[config.mk]
export PLATFORM = sky130hd
export DESIGN_NAME = seg_display_driver
export DESIGN_NICKNAME = d
export VERILOG_FILES = /design/src/rtl/seg_pkg.sv /design/src/rtl/seg_display_driver_bin2bcd_seq.sv /design/src/rtl/seg_display_driver.sv
export SDC_FILE = /design/constraint.sdc
export NUM_CORES = 1
export LEC_CHECK = 0
export ABC_AREA = 1
export BUFFER_PORTS_ARGS = -buffer_cell sky130_fd_sc_hd__buf_2
export CAP_MARGIN = 20
export CORE_MARGIN = 2
export CORE_UTILIZATION = 55
export CTS_CLUSTER_DIAMETER = 60
export CTS_CLUSTER_SIZE = 20
export DETAILED_ROUTE_END_ITERATION = 7
export PLACE_DENSITY = 0.76
export SYNTH_ARGS = -nofsm -noshare
export SYNTH_HDL_FRONTEND = slang
export SYNTH_SLANG_ARGS = --single-unit
[constraint.sdc]
create_clock -name clk -period 1.35 [get_ports clk]
set_input_delay 0.2025 -clock clk [delete_from_list [all_inputs] [get_ports clk]]
set_output_delay 0.2025 -clock clk [all_outputs]
set_load 0.005 [all_outputs]
[src/rtl/seg_pkg.sv]
// Shared constants, FSM state encoding and BCD-to-segment decode for the
// two-digit 7-segment display driver.
package seg_pkg;

   // Segment bit order {dp,g,f,e,d,c,b,a}, active-high
   localparam logic [7:0] SEG_0     = 8'h3F;
   localparam logic [7:0] SEG_1     = 8'h06;
   localparam logic [7:0] SEG_2     = 8'h5B;
   localparam logic [7:0] SEG_3     = 8'h4F;
   localparam logic [7:0] SEG_4     = 8'h66;
   localparam logic [7:0] SEG_5     = 8'h6D;
   localparam logic [7:0] SEG_6     = 8'h7D;
   localparam logic [7:0] SEG_7     = 8'h07;
   localparam logic [7:0] SEG_8     = 8'h7F;
   localparam logic [7:0] SEG_9     = 8'h6F;
   localparam logic [7:0] SEG_BLANK = 8'h00;
   localparam logic [7:0] SEG_DASH  = 8'h40;

   localparam int unsigned NUM_W = 7;
   localparam int unsigned BCD_W = 4;

   typedef logic [1:0] state_t;
   localparam state_t ST_IDLE = 2'd0;
   localparam state_t ST_CONV = 2'd1;
   localparam state_t ST_LOAD = 2'd2;

   function automatic logic [7:0] bcd_to_seg(input logic [BCD_W-1:0] d);
      logic [7:0] s;
      case (d)
         4'd0:    s = SEG_0;
         4'd1:    s = SEG_1;
         4'd2:    s = SEG_2;
         4'd3:    s = SEG_3;
         4'd4:    s = SEG_4;
         4'd5:    s = SEG_5;
         4'd6:    s = SEG_6;
         4'd7:    s = SEG_7;
         4'd8:    s = SEG_8;
         4'd9:    s = SEG_9;
         default: s = SEG_BLANK;
      endcase
      return s;
   endfunction

endpackage

[src/rtl/seg_display_driver_bin2bcd_seq.sv]
// Sequential double-dabble converter: 7-bit binary to two BCD digits,
// started only when the input differs from the last converted value.
module bin2bcd_seq
   import seg_pkg::*;
(
   input  logic             clk,
   input  logic             rst_n,
   input  logic [NUM_W-1:0] num_i,
   output logic [BCD_W-1:0] tens_o,
   output logic [BCD_W-1:0] ones_o,
   output logic             out_of_range_o,
   output logic             done_o,
   output logic             busy_o
);

   state_t           state_q, state_d;
   logic [NUM_W-1:0] shift_q, shift_d;
   logic [NUM_W-1:0] last_q, last_d;
   logic [BCD_W-1:0] tens_q, tens_d;
   logic [BCD_W-1:0] ones_q, ones_d;
   logic [2:0]       cnt_q, cnt_d;
   logic             oor_q, oor_d;
   logic             busy_q, busy_d;
   logic             done_q, done_d;
   logic [BCD_W-1:0] tens_adj, ones_adj;
   logic [2*BCD_W+NUM_W-1:0] cat;

   always_ff @(posedge clk or negedge rst_n) begin
      if (!rst_n) begin
         state_q <= ST_IDLE;
         shift_q <= '0;
         last_q  <= '0;
         tens_q  <= '0;
         ones_q  <= '0;
         cnt_q   <= '0;
         oor_q   <= 1'b0;
         busy_q  <= 1'b0;
         done_q  <= 1'b0;
      end else begin
         state_q <= state_d;
         shift_q <= shift_d;
         last_q  <= last_d;
         tens_q  <= tens_d;
         ones_q  <= ones_d;
         cnt_q   <= cnt_d;
         oor_q   <= oor_d;
         busy_q  <= busy_d;
         done_q  <= done_d;
      end
   end

   always_comb begin
      state_d = state_q;
      shift_d = shift_q;
      last_d  = last_q;
      tens_d  = tens_q;
      ones_d  = ones_q;
      cnt_d   = cnt_q;
      oor_d   = oor_q;

      // Add-3 correction then shift one bit of binary into the BCD digits
      tens_adj = (tens_q >= 4'd5) ? tens_q + 4'd3 : tens_q;
      ones_adj = (ones_q >= 4'd5) ? ones_q + 4'd3 : ones_q;
      cat      = {tens_adj, ones_adj, shift_q} << 1;

      case (state_q)
         ST_IDLE: begin
            if (num_i != last_q) begin
               shift_d = num_i;
               last_d  = num_i;
               oor_d   = (num_i >= 7'd100);
               tens_d  = '0;
               ones_d  = '0;
               cnt_d   = '0;
               state_d = ST_CONV;
            end
         end
         ST_CONV: begin
            {tens_d, ones_d, shift_d} = cat;
            cnt_d = cnt_q + 3'd1;
            if (cnt_q == 3'd6) state_d = ST_LOAD;
         end
         ST_LOAD: state_d = ST_IDLE;
         default: state_d = ST_IDLE;
      endcase

      busy_d = (state_d != ST_IDLE);
      done_d = (state_d == ST_LOAD);
   end

   assign tens_o         = tens_q;
   assign ones_o         = ones_q;
   assign out_of_range_o = oor_q;
   assign done_o         = done_q;
   assign busy_o         = busy_q;

endmodule

[src/rtl/seg_display_driver.sv]
// Two-digit multiplexed 7-segment driver: converts the counter value to BCD
// and scans the ones/tens digits at SCAN_DIV clocks per slot.
module seg_display_driver
   import seg_pkg::*;
#(
   parameter int unsigned SCAN_DIV = 100000,
   parameter bit          BLANK_LZ = 1'b1
) (
   input  logic             clk,
   input  logic             rst_n,
   input  logic [NUM_W-1:0] num,
   output logic [7:0]       seg,
   output logic [1:0]       an,
   output logic             busy
);

   localparam int unsigned CNT_W = (SCAN_DIV > 2) ? $clog2(SCAN_DIV) : 1;

   logic [BCD_W-1:0] bcd_tens, bcd_ones;
   logic             bcd_oor, bcd_done;

   logic [CNT_W-1:0] cnt_q, cnt_d;
   logic             sel_q, sel_d;
   logic             act_q, act_d;
   logic [7:0]       tens_code_q, tens_code_d;
   logic [7:0]       ones_code_q, ones_code_d;
   logic [7:0]       seg_q, seg_d;
   logic [1:0]       an_q, an_d;
   logic             term;
   logic             show_tens;

   bin2bcd_seq u_bin2bcd (
      .clk            (clk),
      .rst_n          (rst_n),
      .num_i          (num),
      .tens_o         (bcd_tens),
      .ones_o         (bcd_ones),
      .out_of_range_o (bcd_oor),
      .done_o         (bcd_done),
      .busy_o         (busy)
   );

   always_ff @(posedge clk or negedge rst_n) begin
      if (!rst_n) begin
         cnt_q       <= '0;
         sel_q       <= 1'b0;
         act_q       <= 1'b0;
         tens_code_q <= BLANK_LZ ? SEG_BLANK : SEG_0;
         ones_code_q <= SEG_0;
         seg_q       <= 8'h00;
         an_q        <= 2'b00;
      end else begin
         cnt_q       <= cnt_d;
         sel_q       <= sel_d;
         act_q       <= act_d;
         tens_code_q <= tens_code_d;
         ones_code_q <= ones_code_d;
         seg_q       <= seg_d;
         an_q        <= an_d;
      end
   end

   always_comb begin
      term  = (cnt_q == CNT_W'(SCAN_DIV - 1));
      cnt_d = term ? '0 : cnt_q + CNT_W'(1);
      sel_d = term ? ~sel_q : sel_q;
      act_d = act_q | term;

      tens_code_d = tens_code_q;
      ones_code_d = ones_code_q;
      if (bcd_done) begin
         if (bcd_oor) begin
            tens_code_d = SEG_DASH;
            ones_code_d = SEG_DASH;
         end else begin
            ones_code_d = bcd_to_seg(bcd_ones);
            tens_code_d = (BLANK_LZ && bcd_tens == 4'd0) ? SEG_BLANK : bcd_to_seg(bcd_tens);
         end
      end

      // sel_q names the digit for the upcoming slot; mid-slot the current one is its complement
      show_tens = term ? sel_q : ~sel_q;
      an_d  = 2'b00;
      seg_d = 8'h00;
      if (act_d) begin
         an_d  = show_tens ? 2'b10 : 2'b01;
         seg_d = show_tens ? tens_code_q : ones_code_q;
      end
   end

   assign seg = seg_q;
   assign an  = an_q;

endmodule

======== After elaboration in Yosys (flattened, before gate mapping) ========
Memory sizes are Yosys's and may differ from the RTL's.
Index checks and enable logic that the tools add are counted.
operators by class
  add/subtract/negate cells ............... 4
  order comparisons ....................... 3
  eq/ne operators ......................... 6
  multiplexer cells ....................... 21
  bitwise gates (word level) .............. 2
  reductions and logical operators ........ 6
operators with widths
  kind                                                  number
  two-way mux 8 bit                                     5
  adder 17 x 1 -> 17 bit (second input constant)        1
  == test 17 bit (second input constant)                1
  two-way mux 17 bit                                    1
  case mux 4 bit (2 select lines)                       2
  case mux 7 bit (2 select lines)                       1
  >= comparator 4 x 3 -> 1 bit (second input constant)  2
  two-way mux 2 bit                                     4
  two-way mux 4 bit                                     2
  >= comparator 7 bit (second input constant)           1
  two-way mux 7 bit                                     1
  inequality test 7 bit                                 1
  two-way mux 3 bit                                     2
  case mux 3 bit (2 select lines)                       1
  adder 4 x 2 -> 4 bit (second input constant)          1
  logical NOT 4 bit                                     1
  case mux 2 bit (2 select lines)                       1
  AND reduction 2 bit                                   2
  nonzero test 2 bit                                    2
  adder 3 x 1 -> 3 bit (second input constant)          1
  adder 3 x 2 -> 3 bit (second input constant)          1
  == test 3 bit (second input constant)                 1
  == test 2 x 1 -> 1 bit (second input constant)        1
  == test 2 bit (second input constant)                 1
  other kinds (5)                                       5
word-level totals
  register bits ........................... 75
  bits in read-only memories .............. 224
  input bits .............................. 9
  output and inout port bits .............. 11
  logic and storage cells ................. 60
  memories ................................ 2
memories
  memory           words  bits a word  rd ports  clocked after Yosys merged registers in  wr ports  RTL line       RTL
  (no name shown)  16     7            1         0                                        0         seg_pkg.sv:29  case (d)
  (no name shown)  16     7            1         0                                        0         seg_pkg.sv:29

======== Longest topological paths before layout ========
Gate-level depths: netlist (run 1).
  word-level depth ........................ 4
  depth in mapped cells ................... 10
  gate-level depth less buffers ........... 10

======== By module ========
From an unflattened synthesis (run 1), not the netlist that was laid out.
second synthesis, totals
  cell total of the unflattened synthesis .. 481
  area, all modules ....................... 3871.2 um^2
modules (own cells, without submodules)
  module              times used  cells each  area an instance (um^2)  sequential area each (um^2)
  seg_display_driver  1           285         2312.2                   1058.5
  bin2bcd_seq         1           196         1559.0                   750.7

======== Least setup slack after synthesis (run 1) ========
Ideal clock, no wire load.
  path kind ............................... flip-flop to flip-flop
  from .................................... reg u_bin2bcd.tens_q[0] (netlist: u_bin2bcd.tens_o[0])
  to ...................................... reg u_bin2bcd.tens_q[2] (netlist: u_bin2bcd.tens_o[2])
  library setup time ...................... 0.120 ns
  arrival ................................. 1.328 ns
  required time ........................... 1.230 ns
  path slack .............................. -0.098 ns
  stages on the path, launching flop included .. 8
  buffers on the path ..................... 0
  period minus slack after synthesis ...... 1.448 ns
  cells stage by stage .................... dfrtp_1 > inv_1 > ha_1 > or2_2 > o211ai_1 > a21oi_1 > o21ai_0 > nand2_1
on the way
  word-level cells in the longest chain between the ends .. 3
  elaborated cells between the ends (all ways) .. 4
  those cells by class .................... 1 x add/sub; 1 x order compare; 2 x mux
ends and longest elaborated chain
  element                                                                      RTL line                              RTL
  start: declaration                                                           seg_display_driver_bin2bcd_seq.sv:19  logic [BCD_W-1:0] tens_q, tens_d;
  start signal: assignment                                                     seg_display_driver_bin2bcd_seq.sv:43  tens_q <= tens_d;
  >= comparator 4 x 3 -> 1 bit / adder 3 x 2 -> 3 bit (equally long branches)  seg_display_driver_bin2bcd_seq.sv:62  tens_adj = (tens_q >= 4'd5) ? tens_q + 4'd3 : tens_q;
  two-way mux 3 bit (*)                                                        seg_display_driver_bin2bcd_seq.sv:62
  case mux 4 bit (2 select lines) (*)                                          seg_display_driver_bin2bcd_seq.sv:66  case (state_q)
Every way passes the cells marked *; elsewhere a longest branch is shown, timed or not.
A chain may end at the register's enable or synchronous reset.

======== Worst setup path after layout (run 1) ========
  from .................................... reg cnt_q[1]
  to ...................................... reg cnt_q[10]
on the way
  word-level cells in the longest chain between the ends .. 2
  elaborated cells between the ends (all ways) .. 3
  those cells by class .................... 1 x add/sub; 1 x eq/ne; 1 x mux
ends and longest elaborated chain
  element                                                          RTL line                                            RTL
  start: declaration                                               seg_display_driver.sv:22                            logic [CNT_W-1:0] cnt_q, cnt_d;
  start signal: assignment                                         seg_display_driver.sv:53                            cnt_q <= cnt_d;
  adder 17 x 1 -> 17 bit / == test 17 bit (equally long branches)  seg_display_driver.sv:65, seg_display_driver.sv:64
  two-way mux 17 bit (*)                                           seg_display_driver.sv:65                            cnt_d = term ? '0 : cnt_q + CNT_W'(1);
  named net cnt_d[10]                                              seg_display_driver.sv:22
Mark *: on every way through the listed nets, which the timed path passes. The rest lies on a longest branch.

==> results of run 1 <==
worst register-to-register path, stage by stage, from the launching register on:
cell,delay (ns)
dfrtp_1,0.40
ha_4,0.17
nand2_4,0.07
nor2_4,0.10
buf_6,0.12
nand4_1,0.12
nor4_1,0.22
buf_4,0.18
nor2_1,0.05
synth_stat cells, types with 2 or more instances:
cell      count  share of area
nand3_1      45          0.060
nor3_1        6         0.0080
buf_4         3         0.0060
o21ai_0      41          0.055
nor2_4        2         0.0060
xor2_1        5          0.012
nand2_2       2         0.0033
ha_1         14          0.047
inv_1        56          0.056
dfstp_2       6          0.042
nor2_1       48          0.048
inv_2         4         0.0040
or2_2         4         0.0067
a22o_1        3         0.0070
nand4_1       5         0.0084
clkbuf_1      6         0.0060
buf_2         2         0.0027
nand2_1     124           0.12
dfrtp_1      66           0.44
a21oi_1      14          0.019
final cells by class:
| cell class | instances | area [sq um] |
|---|---|---|
| fillers | 429 | 1521 |
| well taps | 80 | 100.1 |
| clock buffers | 9 | 123.9 |
| inverters | 61 | 234.0 |
| clock inverters | 7 | 62.56 |
| repair buffers | 91 | 733.2 |
| flip-flops and latches | 72 | 1810 |
| multi-input cells | 328 | 2096 |
state kept, by name (all words and copies together), names as in the netlist:
| name | flops |
|---|---|
| u_bin2bcd.shift_q | 7 |
| sel_q | 1 |
| u_bin2bcd.tens_o | 4 |
| u_bin2bcd.cnt_q | 3 |
| tens_code_q | 7 |
| u_bin2bcd.busy_o | 1 |
| cnt_q | 17 |
| u_bin2bcd.last_q | 7 |
| u_bin2bcd.state_q | 2 |
| seg | 7 |
| u_bin2bcd.out_of_range_o | 1 |
| u_bin2bcd.done_o | 1 |
| act_q | 1 |
| u_bin2bcd.ones_o | 4 |
| an | 2 |
| ones_code_q | 7 |
through the flow:
| step | util | power, W |
|---|---|---|
| after floorplan | - | 0.005300 |
| after global placement | 0.6388 | 0.006314 |
| after detailed placement | 0.6388 | 0.006483 |
| after CTS | 0.7062 | 0.008542 |
| after global routing | 0.7723 | 0.01031 |
| final | 0.7723 | 0.009707 |
cell families (layout without fill, tap and decap cells):
logic type / after synthesis / after routing / share of synthesized area
AO/OA/AOI/OAI: 66 / 66 / 0.1007
flip-flops: 72 / 72 / 0.4839
XOR/XNOR: 6 / 6 / 0.01406
AND/OR/NAND/NOR: 240 / 241 / 0.2744
buffers and inverters: 73 / 168 / 0.07898
other: 1 / 1 / 0.001003
adder cells (fa/ha/maj): 14 / 14 / 0.04685
routing by layer:
metal	part of all wire	vias to the layer above	routed length, um	global-route usage
met4	0.025	0	237	0.07670
li1	-	1702	-	-
met3	0.034	22	328	0.05143
met1	0.41	1705	3910	0.2956
met2	0.53	76	5082	0.4126
met5	0	-	0	0
power groups by stage:
stage	Sequential [W]	Combinational [W]	Clock (W)
2_1_floorplan	0.00320	0.00210	0
5_1_grt	0.00345	0.00509	0.00177
3_5_place_dp	0.00333	0.00315	0
4_1_cts	0.00329	0.00360	0.00165
3_3_place_gp	0.00330	0.00301	0
6_report	0.00339	0.00468	0.00164
how the worst max path moves through the flow:
stage                      to  slack (ns)  depth (start not counted)
finish              cnt_q[10]       -0.18                          8
global route        cnt_q[10]       -0.24                          8
CTS                    seg[3]       -0.12                         10
detailed placement  cnt_q[10]       -0.18                         10
global placement    cnt_q[12]       -0.11                         10
floorplan           cnt_q[10]       -0.07                         10
what timing repair did:
action	4_1_cts	5_1_grt
resized for setup	53	97
buffers inserted	11	13
hold buffers	1	0
pin swaps	16	36
setup endpoints to repair	48	65
endpoints found under the hold margin	66	0
gates cloned	2	1
==> results.md, run 1 <==
- CTS buffer count: 9
- Gpl congestion: 0.8603
- Die width: 86.45 um
- Initial antenna violation count: 0
- Worst path bufs/invs: 2
- Number of global-route vias before repair: 3,332
- Final Instance Area: 5160 sq um
- Antenna cells: 0
- Slew @ Worst Pin: 0.6228 ns
- Top FF cell, synth: dfrtp_1
- Hold path cells: 3
- Mean number of vias per cell: 5.409
- Post-detail-place hpwl: 5611 um
- Slew headroom: 0.5795
- Htree depth: 3
- Max Cap Viol: 0
- Distinct cell type count after synthesis: 36
- Crit start category: flip-flop
- WP data arrival: 1.78 ns
- Register area share after synthesis: 0.4839
- Drt first pass iters: 4
- Net Sw Frac: 0.4186
- Syn Area/Cell: 7.921 sq um
- Iter 0 DRT Violations: 217
- Reg2reg setup slack: -0.18 ns
- Largest net degree at the start of global routing: 73
- Worst hold path type: input pin to flip-flop
- Sequential cell fraction of total power: 0.349
- Ordered list of cells on the worst path: ha_4, nand2_4, nor2_4, buf_6, nand4_1, nor4_1, buf_4, nor2_1
- Crit-path max FO: 4
- Starting density of the core: 0.5596
- Core box area: 6681 sq um
- Fin crit period: 1.530 ns
- Syn-to-layout area delta: 38.02%
- Row count: 30
- Largest delay contributor family on the critical path: simple AND/OR/NAND/NOR gates
- Share of layout cells above drive strength 1: 0.3785
- First-pass GRT wire length: 14,190 um
- Hold Slack: 0.1260 ns
- Status: complete, but fails checks
- Clk sinks: 72
- Cell area power density: 1881 nW/um^2
- Die area: 7473 sq um
- Most common cell after layout, fill and taps aside: nand2_1
- Dpl ws: -0.1830 ns
- Warning count from the yosys run: 0
- Wirelength, routed: 9558 um
- Reg-to-Reg End: cnt_q[10]
- Final nets: 586
- CP required: 1.60 ns
- Hold Startpoint: num[3]
- Slowest CP cell: dfrtp_1
- Failing checks: setup timing
- Max Freq: 653.5 MHz
- I/O Pins: 20
- Post-route insts no fill: 648
- Leak: 2.573 nW
- Mapped Cells: 472
- Yosys reg bits: 72
- Worst Hold Path EP: u_bin2bcd.last_q[3]
- Reg2reg path depth: 8
- Clock Skews: 0.01144 ns
- Number of synthesized flops with an enable pin: 0
- Number of nets with antenna violations after routing: 0
- CP max stage delay: 0.40 ns
- Commonest cells after routing, fill and taps aside: 99 x nand2_1, 65 x dfrtp_1, 53 x buf_4
- Die Ht: 86.45 um
- Crit path launch: cnt_q[1]
- Synth Net Count: 495
- Net switching power: 0.004063 W
- Final setup margin: -0.1803 ns
- Combinational power share: 0.482
- Clk network pwr share: 0.169
- Final Setup Violations: 54
- Clk buf depth: 2
- Int Pwr: 0.005644 W
- Placed cell count: 605
- Clock transition at path regs: 0.09 ns
- DP Area: 4268 sq um
- Remaining Overflow, GRT: 0
- TritonCTS clock tree: yes
- DRC: 0
- DR WL/cell: 14.75 um
- Critical R2R Launch: cnt_q[1]
- Peak VDD IR: 1.393 mV
- Async S/R FF share, synth: 1.000
- Final Hold Viols: 0
- Final Slew Violations: 0
- WS Path Type: flip-flop to flip-flop
- Mapped Area: 3739 sq um
- Clock root buffer: clkbuf_8
- Final setup TNS: -4.658 ns
- RSZ-0062 raised after global routing: yes
- Overall Global Routing Usage: 0.2377
- Tcrit/Tclk final: 1.134
- Detailed-route via count: 3,505
- Port bufs: 18
- Setup crit end kind: flip-flop
- Worst-Skew Late Latency: 0.36 ns
Power figures use the tool's default switching activity.
==> run 2: changes to the inputs <==
Settings changed: CORE_UTILIZATION 55 to 35, PLACE_DENSITY 0.76 to default.
==> run 2 against run 1 <==
Against the previous run:
- the flow still finishes with violations (setup timing)
- count of clock-buffer cells in the layout unchanged
- setup slack improved by 0.061 ns
- register-to-register slack improved by 0.06 ns
- critical path depth increased by 1
- combinational power decreased by 20%
- sequential power decreased by 1%
- die area increased by 54%
- via count decreased by 7.4%
- sequential share of layout area increased by 1.4 points
- fmax increased by 4.2%
- hold slack got worse by 0.0033 ns
- critical path type unchanged
- largest power group unchanged
==> results.md, run 2 (synthesized netlist as in run 1, its figures left out) <==
- Critical R2R Launch: u_bin2bcd.last_q[2]
- Largest register FFs: 17 (unchanged)
- WP data arrival: 1.72 ns (-0.06 ns)
- Largest net degree at the start of global routing: 41 (-44%)
- Final Hold Viols: 0 (unchanged)
- Utilization after layout: 0.4789 (-0.2934)
- Fin crit period: 1.469 ns (-0.06139 ns)
- Final setup margin: -0.1189 ns (+0.06139 ns)
- Overall Global Routing Usage: 0.1533 (-0.08446)
- Antenna cells: 0 (unchanged)
- Row count: 37 (+23%)
- Number of global-route vias before repair: 3,119 (-6.4%)
- Clock Skews: 0.01202 ns (+0.0005840 ns)
- Setup crit end kind: flip-flop
- RSZ-0062 raised after global routing: yes
- Max Cap Viol: 0 (unchanged)
- Crit path launch: u_bin2bcd.last_q[2]
- Mean number of vias per cell: 4.713 (-13%)
- First-pass GRT wire length: 14,210 um (about the same)
- Worst-Skew Late Latency: 0.36 ns (about the same)
- Port bufs: 18 (unchanged)
- Status: complete, but fails checks
- WS Path Type: flip-flop to flip-flop
- CP required: 1.60 ns (about the same)
- Failing checks: setup timing
- Clk buf depth: 2 (unchanged)
- Crit-path max FO: 7 (+3)
- I/O Pins: 20 (unchanged)
- Max Freq: 680.8 MHz (+4.2%)
- DRC: 0 (unchanged)
- Placed cell count: 662 (+9.4%)
- Tcrit/Tclk final: 1.088 (-0.04547)
- Cell area power density: 1821 nW/um^2 (-3.2%)
- Final nets: 571 (-2.6%)
- Wirelength, routed: 8425 um (-12%)
- Hold Slack: 0.1227 ns (-0.003293 ns)
- Crit start category: flip-flop
- Htree depth: 3 (unchanged)
- Slew @ Worst Pin: 0.5149 ns (-0.1078 ns)
- Starting density of the core: 0.3605 (-0.1990)
- Post-detail-place hpwl: 5877 um (+4.7%)
- Hold Startpoint: num[3]
- CTS buffer count: 9 (unchanged)
- Die width: 107.4 um (+24%)
- Drt first pass iters: 4 (unchanged)
- Final Slew Violations: 0 (unchanged)
- Leak: 2.477 nW (-3.8%)
- Final Setup Violations: 53 (-1.9%)
- Die Ht: 107.4 um (+24%)
- Die area: 11,520 sq um (+54%)
- Commonest cells after routing, fill and taps aside: 105 x nand2_1, 63 x dfrtp_1, 49 x inv_1
- Detailed-route via count: 3,247 (-7.4%)
- TritonCTS clock tree: yes
- Worst hold path type: input pin to flip-flop
- Syn-to-layout area delta: 32.83%
- Tot Pwr: 0.009045 W (-6.8%)
- Clock transition at path regs: 0.09 ns (about the same)
- Post-route insts no fill: 689 (+6.3%)
- Core box area: 10,370 sq um (+55%)
- Initial antenna violation count: 0 (unchanged)
- Clk sinks: 72 (unchanged)
- Gpl congestion: 0.8919 (+3.7%)
- DR WL/cell: 12.23 um (-17%)
- Iter 0 DRT Violations: 125 (-42%)
- Share of layout cells above drive strength 1: 0.3327 (-0.04579)
- Peak VDD IR: 1.143 mV (-18%)
- Number of nets with antenna violations after routing: 0 (unchanged)
- Slew headroom: 0.6567 (+0.07716)
- Most common cell after layout, fill and taps aside: nand2_1
- Clock root buffer: clkbuf_8
- Remaining Overflow, GRT: 0 (unchanged)
- Largest Register: cnt_q
run 2: cell count changes in the layout (fill, tap and decap cells not counted), sizes merged:
cell,delta
bufinv,+2
nand2,-1
inv,-1
buf,-14
clkinvlp,-1
run 2: path summary, 6_finish.rpt:
kind,to,slack (ns),depth (start not counted)
worst max-delay path,u_bin2bcd.shift_q[1],-0.12,9
worst min-delay path,u_bin2bcd.last_q[3],0.12,3
worst max register to register,u_bin2bcd.shift_q[1],-0.12,9
worst min register to register,ones_code_q[0],0.49,2
max in group asynchronous,u_bin2bcd.ones_o[2],0.49,3
min in group asynchronous,cnt_q[15],0.41,3
run 2: worst max-delay path, stage by stage, from the launching register on:
cell     delay, ns
dfrtp_1       0.40
nand2_1       0.06
nand2_1       0.06
nor2_2        0.12
nand2_2       0.08
o21ai_4       0.30
buf_6         0.17
nand2_8       0.07
nand2_2       0.07
nand2_1       0.05
run 2: power by group:
part	leakage, nW	internal (W)	total (W)	switching (W)
Combinational	1.45	0.00166	0.00374	0.00208
Sequential	0.906	0.00284	0.00335	0.000512
Clock	0.116	0.00107	0.00196	0.000890
Total	2.48	0.00557	0.00904	0.00348
run 2: repair_timing:
item / in CTS / in global routing
hold buffers: 1 / 0
hold endpoints to repair: 66 / 0
endpoints found under the setup margin: 43 / 63
cloned: 1 / 1
pin swaps: 13 / 17
resized for setup: 50 / 61
buffers inserted: 3 / 5
run 2: layer usage:
| layer | GRT usage | vias to the layer above | wire (um) |
|---|---|---|---|
| met5 | 0 | - | 0 |
| li1 | - | 1669 | - |
| met4 | 0.04945 | 0 | 120 |
| met3 | 0.03390 | 10 | 206 |
| met2 | 0.2550 | 36 | 4093 |
| met1 | 0.1985 | 1532 | 4005 |
run 2: final cells by class:
cell class	instances	area [sq um]
sequential	72	1813
timing repair buffer	77	576.8
clock inverter	7	102.6
tap	136	170.2
inverter	61	229.0
clock buffer	9	123.9
multi-input combinational	327	1951
fill	998	5404
run 2: through the flow:
stage                     cell area [sq um]  setup TNS [ns]  worst slack (ns)
after floorplan                        3754         -0.2795          -0.07110
after CTS                              4750          -2.160          -0.08744
final                                  4966          -3.279           -0.1189
after global placement                 4308          -1.424           -0.1363
after detailed placement               4308          -2.736           -0.1844
after global routing                   4966          -9.541           -0.2502
==> run 3: changes to the inputs <==
Clock period 1.35 ns to 1.3 ns, I/O delays scaled along.
==> run 3 against run 2 <==
Against the previous run:
- the flow still finishes with violations (setup timing)
- critical path type unchanged
- routed wire length rose by 4.4%
- hold slack got worse by 0.0055 ns
- critical path depth rose by 1
==> results.md, run 3 (synthesized netlist as in run 1, its figures left out) <==
- Status: complete, but fails checks
- Failing checks: setup timing
- Gpl congestion: 0.8370 (-6.2%)
- Final Instance Area: 5139 sq um (+3.5%)
- DP Area: 4452 sq um (+3.3%)
- Utilization after layout: 0.4955 (+0.01665)
- Tcrit/Tclk final: 1.160 (+0.07231)
- Die area: 11,520 sq um (unchanged)
- WS Path Type: flip-flop to flip-flop
- Int Pwr: 0.005650 W (+1.5%)
- Final Setup Violations: 51 (-3.8%)
- Number of global-route vias before repair: 3,154 (+1.1%)
- TritonCTS clock tree: yes
- Initial antenna violation count: 0 (unchanged)
- Syn-to-layout area delta: 37.45%
- Largest register FFs: 17 (unchanged)
- Clock transition at path regs: 0.09 ns (about the same)
- Commonest cells after routing, fill and taps aside: 101 x nand2_1, 66 x dfrtp_1, 63 x buf_4
- RSZ-0062 raised after global routing: yes
- Setup crit end kind: flip-flop
- Htree depth: 3 (unchanged)
- Final setup margin: -0.2085 ns (-0.08961 ns)
- I/O Pins: 20 (unchanged)
- Clock root buffer: clkbuf_8
- DR WL/cell: 12.42 um (+1.6%)
- Net switching power: 0.003795 W (+9.1%)
- Die width: 107.4 um (unchanged)
- Core box area: 10,370 sq um (unchanged)
- Clk network pwr share: 0.181 (-0.035)
- Clock Skews: 0.01431 ns (+0.002281 ns)
- Largest Register: cnt_q
- Antenna cells: 0 (unchanged)
- CP required: 1.55 ns (-0.05 ns)
- DRC: 0 (unchanged)
- Largest net degree at the start of global routing: 73 (+78%)
- Number of nets with antenna violations after routing: 0 (unchanged)
- Area of the multi-input gates: 2029 sq um (+4.0%)
- Worst hold path type: input pin to flip-flop
- Sequential cell area: 1809 sq um (-0.21%)
- First-pass GRT wire length: 14,110 um (-0.68%)
- WP data arrival: 1.76 ns (+0.04 ns)
- Mean number of vias per cell: 4.797 (+1.8%)
- Clk buf depth: 2 (unchanged)
- Max Freq: 662.9 MHz (-2.6%)
- Share of layout cells above drive strength 1: 0.3706 (+0.03790)
- Iter 0 DRT Violations: 132 (+5.6%)
- Leak: 2.566 nW (+3.6%)
- Clk sinks: 72 (unchanged)
- Final Slew Violations: 0 (unchanged)
- Combinational power share: 0.449 (+0.036)
- Peak VDD IR: 1.178 mV (+3.1%)
- Worst-Skew Late Latency: 0.36 ns (about the same)
- Final nets: 590 (+3.3%)
- Post-detail-place hpwl: 5817 um (-1.0%)
- Wirelength, routed: 8793 um (+4.4%)
- Row count: 37 (unchanged)
- Remaining Overflow, GRT: 0 (unchanged)
- Cell area power density: 1838 nW/um^2 (+0.92%)
- Hold Slack: 0.1173 ns (-0.005462 ns)
- Reg2reg setup slack: -0.21 ns (-0.09 ns)
- Crit start category: flip-flop
- Die Ht: 107.4 um (unchanged)
- Net Sw Frac: 0.4018 (+0.01726)
- Final Hold Viols: 0 (unchanged)
- Most common cell after layout, fill and taps aside: nand2_1
- Fin crit period: 1.508 ns (+0.03961 ns)
- Sequential cell fraction of total power: 0.370 (about the same)
- Crit-path max FO: 6 (-1)
- Detailed-route via count: 3,396 (+4.6%)
- Port bufs: 18 (unchanged)
- Starting density of the core: 0.3605 (unchanged)
- Drt first pass iters: 5 (+1)
- Fill cells: 979 (-1.9%)
- Overall Global Routing Usage: 0.1528 (-0.0004648)
- CTS buffer count: 9 (unchanged)
- Max Cap Viol: 0 (unchanged)
==> run 3: cell types whose count changed in the layout (fill, tap and decap cells not counted), sizes merged <==
cell | before | now
buf | 76 | 93
bufinv | 2 | 0
clkinv | 3 | 2
clkinvlp | 0 | 1
inv | 63 | 65
nand2 | 127 | 129
==> run 3: final timing paths <==
check,from,to,cells past startpoint
hold / removal,num[3],u_bin2bcd.last_q[3],3
hold reg to reg,ones_code_q[0],ones_code_q[0],2
setup / recovery,cnt_q[0],cnt_q[12],10
min in group asynchronous,rst_n,cnt_q[13],3
setup reg to reg,cnt_q[0],cnt_q[12],10
max in group asynchronous,rst_n,ones_code_q[2],3
==> run 3: routing by layer <==
metal / wire [um] / global-route usage / vias to the layer above
li1: - / - / 1702
met1: 4063 / 0.2017 / 1616
met2: 4294 / 0.2486 / 64
met3: 292 / 0.03935 / 14
met4: 143 / 0.04304 / 0
met5: 0 / 0 / -
==> run 3: critical path, stage by stage (launching register included) <==
cell     delay (ns)
dfrtp_1        0.40
ha_4           0.17
nand2_4        0.07
nor2_4         0.12
nand2_1        0.10
nor2_2         0.18
nand2_4        0.12
nor2_4         0.10
nand3_1        0.06
nand2_1        0.06
inv_1          0.03
==> run 3: repair_timing <==
item | 4_1_cts | 5_1_grt
buffers inserted | 5 | 12
hold buffers | 1 | 0
hold endpoints to repair | 66 | 0
gates cloned | 1 | 2
pin swaps | 14 | 30
endpoints found under the setup margin | 54 | 65
gates resized for setup | 54 | 66
==> run 3: per-stage QoR <==
stage                     setup TNS, ns  power (W)  worst slack (ns)  std cells
after floorplan                 -0.9225   0.005601           -0.1211        472
after global placement           -2.987   0.006677           -0.1538        676
after detailed placement         -4.714   0.006797           -0.1948        676
after CTS                        -4.867   0.009063           -0.1571        698
after global routing             -11.23    0.01020           -0.3301        708
final                            -6.394   0.009445           -0.2085        708
==> run 3: area by class of cell <==
cell class	count	area share
Sequential cell	72	0.3521
Inverter	61	0.04456
Multi-Input combinational cell	329	0.3949
Clock buffer	9	0.02411
Tap cell	136	0.03311
Timing Repair Buffer	94	0.1395
Clock inverter	7	0.01169
==> run 3: power groups by stage <==
| stage | Sequential (W) | Clock, W | Combinational, W |
|---|---|---|---|
| floorplan | 0.00332 | 0 | 0.00228 |
| global placement | 0.00345 | 0 | 0.00322 |
| detailed placement | 0.00347 | 0 | 0.00332 |
| CTS | 0.00346 | 0.00176 | 0.00385 |
| global route | 0.00357 | 0.00187 | 0.00476 |
| finish | 0.00349 | 0.00171 | 0.00425 |
